$ cat src/rtl/clk_gate_pkg.sv
// ---------------------------------------------------------------------------
// clk_gate_pkg
//   Shared definitions for the clock-gate controller:
//     - cg_state_e    : FSM state encoding, visible on CG_STATE
//     - IDLE_W_DEF    : default width of the idle-timeout limit and counter
//     - WAKE_CYC_DEF  : default number of CLK_EN-high cycles before ACK
//     - WAKE_W        : width of the wake counter (WAKE_CYC legal in 1..15)
//     - wake_load()   : value loaded into the wake counter on leaving OFF
// ---------------------------------------------------------------------------
package clk_gate_pkg;

    localparam int IDLE_W_DEF   = 4;
    localparam int WAKE_CYC_DEF = 2;
    localparam int WAKE_W       = 4;

    // Encodings are part of the external interface (CG_STATE).
    typedef enum logic [1:0] {
        ST_OFF  = 2'd0,
        ST_WAKE = 2'd1,
        ST_ON   = 2'd2,
        ST_HOLD = 2'd3
    } cg_state_e;

    // The wake counter counts down to zero, so it starts at WAKE_CYC-1:
    // the edge that reads zero is the WAKE_CYC-th edge after entering WAKE.
    function automatic logic [WAKE_W-1:0] wake_load(input int wake_cyc);
        return WAKE_W'(wake_cyc - 1);
    endfunction

endpackage : clk_gate_pkg

$ cat src/rtl/clk_gate_idle_cnt.sv
// ---------------------------------------------------------------------------
// clk_gate_idle_cnt
//   Saturating idle counter with compare-to-limit, used while the controller
//   sits in HOLD waiting to gate the clock off.
//
//   Ports
//     clk       in   free-running clock
//     rst       in   asynchronous, active-high reset (counter -> 0)
//     clear     in   force the counter to zero on the next edge (priority)
//     inc       in   count this cycle; also qualifies the limit compare
//     limit     in   [IDLE_W] idle cycles tolerated before timeout
//     at_limit  out  counter equals limit-1 while inc is high
// ---------------------------------------------------------------------------
module clk_gate_idle_cnt
    import clk_gate_pkg::*;
#(
    parameter int IDLE_W = IDLE_W_DEF
) (
    input  logic              clk,
    input  logic              rst,
    input  logic              clear,
    input  logic              inc,
    input  logic [IDLE_W-1:0] limit,
    output logic              at_limit
);

    localparam logic [IDLE_W-1:0] CNT_MAX = {IDLE_W{1'b1}};

    logic [IDLE_W-1:0] cnt_q;
    logic [IDLE_W-1:0] cnt_d;

    always_comb begin
        // NOTE: every combinationally assigned variable gets a default first,
        // so no path through the block leaves it unassigned (no latch).
        cnt_d = cnt_q;
        if (clear) begin
            cnt_d = '0;
        end else if (inc && (cnt_q != CNT_MAX)) begin
            // Saturate at all-ones instead of wrapping back to zero.
            cnt_d = cnt_q + IDLE_W'(1);
        end
    end

    // NOTE: state is updated with non-blocking assignments only, and every
    // flop (counters included) has an explicit reset value.
    always_ff @(posedge clk or posedge rst) begin
        if (rst) begin
            cnt_q <= '0;
        end else begin
            cnt_q <= cnt_d;
        end
    end

    // The limit is only looked at while counting (inc = in HOLD), so
    // IDLE_LIMIT changes elsewhere cannot influence a timeout.
    assign at_limit = inc && (cnt_q == (limit - IDLE_W'(1)));

endmodule : clk_gate_idle_cnt

$ cat src/rtl/clk_gate_ctrl.sv
// ---------------------------------------------------------------------------
// clk_gate_ctrl
//   Request/acknowledge controller for a latch-based clock-gating cell.
//   OFF -> WAKE (fixed settle time) -> ON (granted) -> HOLD (idle grace
//   period) -> OFF. CLK_EN and ACK are both dedicated flops so the gating
//   cell enable never sees decode glitches and changes at most once per CLK.
//
//   Parameters
//     IDLE_W      width of IDLE_LIMIT and the idle counter
//     WAKE_CYC    cycles CLK_EN is high before ACK may assert (1..15)
//
//   Ports
//     CLK         in   free-running clock for all state
//     RST         in   asynchronous, active-high reset
//     REQ         in   consumer requests its gated clock (level)
//     BUSY        in   consumer still active; prevents entering HOLD
//     FORCE_ON    in   debug override: wake and stay on, no timeout
//     IDLE_LIMIT  in   [IDLE_W] idle cycles tolerated in HOLD (quasi-static)
//     CLK_EN      out  enable to the clock-gating cell (registered)
//     ACK         out  gated clock stable and REQ granted (registered)
//     CG_STATE    out  [2] current state: OFF=0 WAKE=1 ON=2 HOLD=3
// ---------------------------------------------------------------------------
module clk_gate_ctrl
    import clk_gate_pkg::*;
#(
    parameter int IDLE_W   = IDLE_W_DEF,
    parameter int WAKE_CYC = WAKE_CYC_DEF
) (
    input  logic              CLK,
    input  logic              RST,
    input  logic              REQ,
    input  logic              BUSY,
    input  logic              FORCE_ON,
    input  logic [IDLE_W-1:0] IDLE_LIMIT,
    output logic              CLK_EN,
    output logic              ACK,
    output logic [1:0]        CG_STATE
);

    localparam logic [WAKE_W-1:0] WAKE_LOAD = wake_load(WAKE_CYC);

    cg_state_e         state_q;
    cg_state_e         state_d;
    logic [WAKE_W-1:0] wake_cnt_q;
    logic [WAKE_W-1:0] wake_cnt_d;
    logic              clk_en_q;
    logic              clk_en_d;
    logic              ack_q;
    logic              ack_d;

    logic              wake_req;      // reason to leave OFF
    logic              keep_on;       // reason to stay in / return to ON
    logic              idle_inc;
    logic              idle_clear;
    logic              idle_timeout;

    assign wake_req = REQ | FORCE_ON;
    assign keep_on  = REQ | BUSY | FORCE_ON;

    // Kept outside the output process: the next-state logic depends on the
    // timeout, which must not appear to depend on state_d.
    assign idle_inc = (state_q == ST_HOLD);

    clk_gate_idle_cnt #(
        .IDLE_W   (IDLE_W)
    ) u_idle_cnt (
        .clk      (CLK),
        .rst      (RST),
        .clear    (idle_clear),
        .inc      (idle_inc),
        .limit    (IDLE_LIMIT),
        .at_limit (idle_timeout)
    );

    // -----------------------------------------------------------------------
    // State register (plus the registered outputs and wake counter)
    // -----------------------------------------------------------------------
    always_ff @(posedge CLK or posedge RST) begin
        if (RST) begin
            state_q    <= ST_OFF;
            wake_cnt_q <= '0;
            clk_en_q   <= 1'b0;
            ack_q      <= 1'b0;
        end else begin
            state_q    <= state_d;
            wake_cnt_q <= wake_cnt_d;
            clk_en_q   <= clk_en_d;
            ack_q      <= ack_d;
        end
    end

    // -----------------------------------------------------------------------
    // Next-state logic
    // -----------------------------------------------------------------------
    always_comb begin
        state_d = state_q;
        case (state_q)
            ST_OFF: begin
                if (wake_req) begin
                    state_d = ST_WAKE;
                end
            end
            ST_WAKE: begin
                // A dropped REQ does not abort the wake; ON is always reached.
                if (wake_cnt_q == '0) begin
                    state_d = ST_ON;
                end
            end
            ST_ON: begin
                if (!keep_on) begin
                    // A zero limit means "no grace period": gate off directly.
                    state_d = (IDLE_LIMIT != '0) ? ST_HOLD : ST_OFF;
                end
            end
            ST_HOLD: begin
                // Renewed activity wins over a timeout on the same edge.
                if (keep_on) begin
                    state_d = ST_ON;
                end else if (idle_timeout) begin
                    state_d = ST_OFF;
                end
            end
            default: begin
                state_d = ST_OFF;
            end
        endcase
    end

    // -----------------------------------------------------------------------
    // Output / datapath logic (next values of the registered outputs)
    // -----------------------------------------------------------------------
    always_comb begin
        // The enable follows the next state, so it rises on the edge that
        // leaves OFF and falls on the edge that enters OFF.
        clk_en_d = (state_d != ST_OFF);

        // ACK is REQ registered, but only once ON is (being) reached; this
        // also gives ACK=0 in WAKE and HOLD and on a REQ-less wake.
        ack_d = (state_d == ST_ON) && REQ;

        wake_cnt_d = '0;
        if ((state_q == ST_OFF) && (state_d == ST_WAKE)) begin
            wake_cnt_d = WAKE_LOAD;
        end else if ((state_q == ST_WAKE) && (wake_cnt_q != '0)) begin
            wake_cnt_d = wake_cnt_q - WAKE_W'(1);
        end

        // Held at zero outside HOLD, so each HOLD visit starts from zero.
        idle_clear = (state_d != ST_HOLD);
    end

    // CLK_EN drives the gating-cell enable directly from its flop.
    assign CLK_EN   = clk_en_q;
    assign ACK      = ack_q;
    assign CG_STATE = state_q;

endmodule : clk_gate_ctrl

$ cat config.mk
export PLATFORM = sky130hd
export DESIGN_NAME = clk_gate_ctrl
export DESIGN_NICKNAME = d
export VERILOG_FILES = /design/src/rtl/clk_gate_pkg.sv /design/src/rtl/clk_gate_idle_cnt.sv /design/src/rtl/clk_gate_ctrl.sv
export SDC_FILE = /design/constraint.sdc
export NUM_CORES = 1
export LEC_CHECK = 0
export CAP_MARGIN = 20
export CORE_MARGIN = 5
export CORE_UTILIZATION = 53
export DETAILED_ROUTE_END_ITERATION = 16
export HOLD_SLACK_MARGIN = 0.06
export PLACE_DENSITY_LB_ADDON = 0.1
export RECOVER_POWER = 100
export SYNTH_ARGS = -nofsm -noshare
export SYNTH_HDL_FRONTEND = slang
export SYNTH_HIERARCHICAL = 1
export SYNTH_SLANG_ARGS = --single-unit
$ cat constraint.sdc
create_clock -name CLK -period 3.5 [get_ports CLK]
set_clock_uncertainty 0.05 [all_clocks]
set_input_delay 0.875 -clock CLK [delete_from_list [all_inputs] [get_ports CLK]]
set_output_delay 0.875 -clock CLK [all_outputs]
set_load 0.05 [all_outputs]
==> metrics.yaml, run 1 <==
outcome: "complete, no violations"
max_stage_delay_ps: 620
fin_hold_ws_ps: 516
place.gp.congestion: 0.710
crit_arrival_ps: 3150
ir_drop_mv: 0.165
final_antenna_net_count: 0
endpoint_kind: "flip-flop"
power-per-cell-area_nw_per_um2: 321
ys.flop_type: "dfrtp_1"
cts_tree: "yes"
coreArea_um2: 1280
die_x_um: 46.6
grt_pass1_wl_mm: 2.30
vias_per_cell: 5.52
layout-drive-gt1-share: 0.102
yosysWarnings: 6
n_fill_cell: 126
tns_ps: 0
rsz0062_at_grt: "false"
ys_seq_area_frac: 0.424
drt_pass1_iterations: 4
synth.top_cell.area_share: 0.424
htree_levels: 1
regArea_um2: 300
relSlewSlack: 0.666
fmax_mhz: 327
overflow: 0
synth-edff-count: 0
dp_cells: 100
path_clk_slew_ps: 70
fin_util: 0.670
cts.repair.resized: 0
drc: 0
antenna_found_initial: 0
synthTopCellsByArea: "dfrtp_1 (42%), xnor2_1 (7.4%), ha_1 (5.3%)"
cts_setup_buffers: 0
dieArea_um2: 2170
numClockSinks: 12
async_reset_ff_frac: 1.00
critPathSlowestCell: "dlygate4sd3_1"
drtIter0Drc: 6
synth.distinct_cells: 30
finalHoldViolCount: 0
cp_common_cell: "inv_1"
multiInputGateArea_um2: 365
finalCriticalPeriod_ps: 3060
fin_nets: 102
maxCapViolations: 0
final-setup-viol-count: 0
yosysTopAreaCell: "dfrtp_1"
min_path_type: "reg -> reg"
crit_family: "buffers and inverters"
crit_type: "in -> reg"
routed_wl_mm: 1.30
critical_path_buf_inv_count: 3
area_delta_synth_final_pct: 21.6
ctsLongestPathBuffers: 2
stdcell_count: 103
p_total_w: 0.000277
num_io_pins: 13
cts_buffers: 3
grtUsageTotal: 0.156
wl_per_cell_um: 12.6
clk_latency_ps: 270
vias: 569
path_max_fanout: 5
power_leakage_nw: 0.363
syn_area_um2: 708
finalCritPeriodShare: 0.875
required_ps: 3590
drv_slew: 0
grt_max_degree: 11
syn_inst: 74
hpwl_mm: 1.07
initial_core_util: 0.551
clock-root-buffer: "clkbuf_4"
hold_buffers: 0
syn_nets: 86
diodes: 0
grt_pass1_vias: 542
start_kind: "primary input"
io_buffers: 12
syn_area_per_cell_um2: 9.57
die_h_um: 46.6
tightest_slew_ps: 499
crit_path_cell_trace: "dlygate4sd3_1, inv_1, ha_1, xnor2_1, o211ai_1, a2111oi_2, nand2_1, o21ai_0, or2_1, inv_1, o311ai_0, o41ai_1"
ys_ff_latch: 12
row_count: 13
==> cells in the final DEF (no fill, tap or decap), types with 3 or more instances in the layout <==
cell type        count
xnor2_1              6
nor3_1               3
nor2_1               6
dfrtp_1             12
a21oi_1              3
dlygate4sd3_1        7
o21ai_0              4
clkbuf_4             3
clkdlybuf4s50_1      5
ha_1                 3
inv_1                9
==> logic make-up (layout without fill, tap and decap cells) <==
group / after synthesis / count (layout) / synth area share
AO/OA/AOI/OAI: 17 / 17 / 0.175
XOR/XNOR: 7 / 7 / 0.0866
adder cells (fa/ha/maj): 3 / 3 / 0.0530
buffers and inverters: 10 / 24 / 0.0548
flip-flops: 12 / 12 / 0.424
AND/OR/NAND/NOR: 25 / 25 / 0.207
==> cell usage after synthesis, types with 2 or more instances <==
| library cell | n |
|---|---|
| o311ai_0 | 2 |
| o21ai_0 | 3 |
| nor3_1 | 3 |
| nand2_1 | 2 |
| o41ai_1 | 2 |
| a31oi_1 | 2 |
| inv_1 | 9 |
| a21oi_1 | 3 |
| o211ai_1 | 2 |
| nand3b_1 | 2 |
| xnor2_1 | 6 |
| ha_1 | 3 |
| nand3_1 | 2 |
| nor2_1 | 6 |
| dfrtp_1 | 12 |
==> state kept, by name (all words and copies together) (netlist names) <==
name              count
ACK                   1
CG_STATE              2
CLK_EN                1
u_idle_cnt/cnt_q      4
wake_cnt_q            4
==> per-stage QoR <==
step | cell area (um2) | setup WS, ps
after floorplan | 708 | 1070
after global placement | 842 | 349
after detailed placement | 842 | 279
after CTS | 865 | 553
after global routing | 861 | 221
final | 861 | 438
==> power breakdown <==
group	switching (W)	leakage (nW)	internal (W)
clock	0.0000410	0.0138	0.0000397
sequential	0.00000427	0.155	0.000142
combinational	0.0000282	0.195	0.0000216
==> worst reg2reg max path, stage by stage, from the launching register on <==
cell	delay (ps)
dfrtp_1	430
xnor2_1	210
xnor2_1	110
a2111oi_2	330
nand2_1	110
o21ai_0	150
or2_1	250
inv_1	70
o311ai_0	100
o41ai_1	120
==> metal layers <==
layer  wire, um  share of wire  vias up  GRT usage
met5          0              0        -          0
li1           -              -      293          -
met2        660           0.51        9      0.258
met1        561           0.43      265      0.176
met3         55          0.042        2     0.0352
met4         25          0.019        0      0.102
==> path summary, 6_finish.rpt <==
check	cells past startpoint	end	slack [ps]	startpoint
min in group asynchronous	2	u_idle_cnt/cnt_q[2]$_DFFE_PP0P_	890	RST
worst max-delay path	12	u_idle_cnt/cnt_q[3]$_DFFE_PP0P_	440	IDLE_LIMIT[0]
worst min register to register	1	u_idle_cnt/cnt_q[3]$_DFFE_PP0P_	520	u_idle_cnt/cnt_q[3]$_DFFE_PP0P_
max in group asynchronous	2	wake_cnt_q[0]$_DFF_PP0_	2210	RST
worst min-delay path	1	u_idle_cnt/cnt_q[3]$_DFFE_PP0P_	520	u_idle_cnt/cnt_q[3]$_DFFE_PP0P_
worst max register to register	9	u_idle_cnt/cnt_q[3]$_DFFE_PP0P_	1430	u_idle_cnt/cnt_q[3]$_DFFE_PP0P_
==> layout make-up <==
type                       instances  share of cell area
timing repair buffer              12               0.140
sequential                        12               0.349
inverter                           9              0.0392
tap                               15              0.0218
multi-input combinational         52               0.424
clock buffer                       3              0.0262
Power figures use the tool's default switching activity.
==> inputs of run 2 (changes only) <==
--- a/config.mk
+++ b/config.mk
@@ -5,6 +5,7 @@
 export SDC_FILE = /design/constraint.sdc
 export NUM_CORES = 1
 export LEC_CHECK = 0
+export ABC_CLOCK_PERIOD_IN_PS = 3500
 export CAP_MARGIN = 20
 export CORE_MARGIN = 5
 export CORE_UTILIZATION = 53
==> results of run 2 <==
Final layout, timing and power as in run 1 (identical DEF).
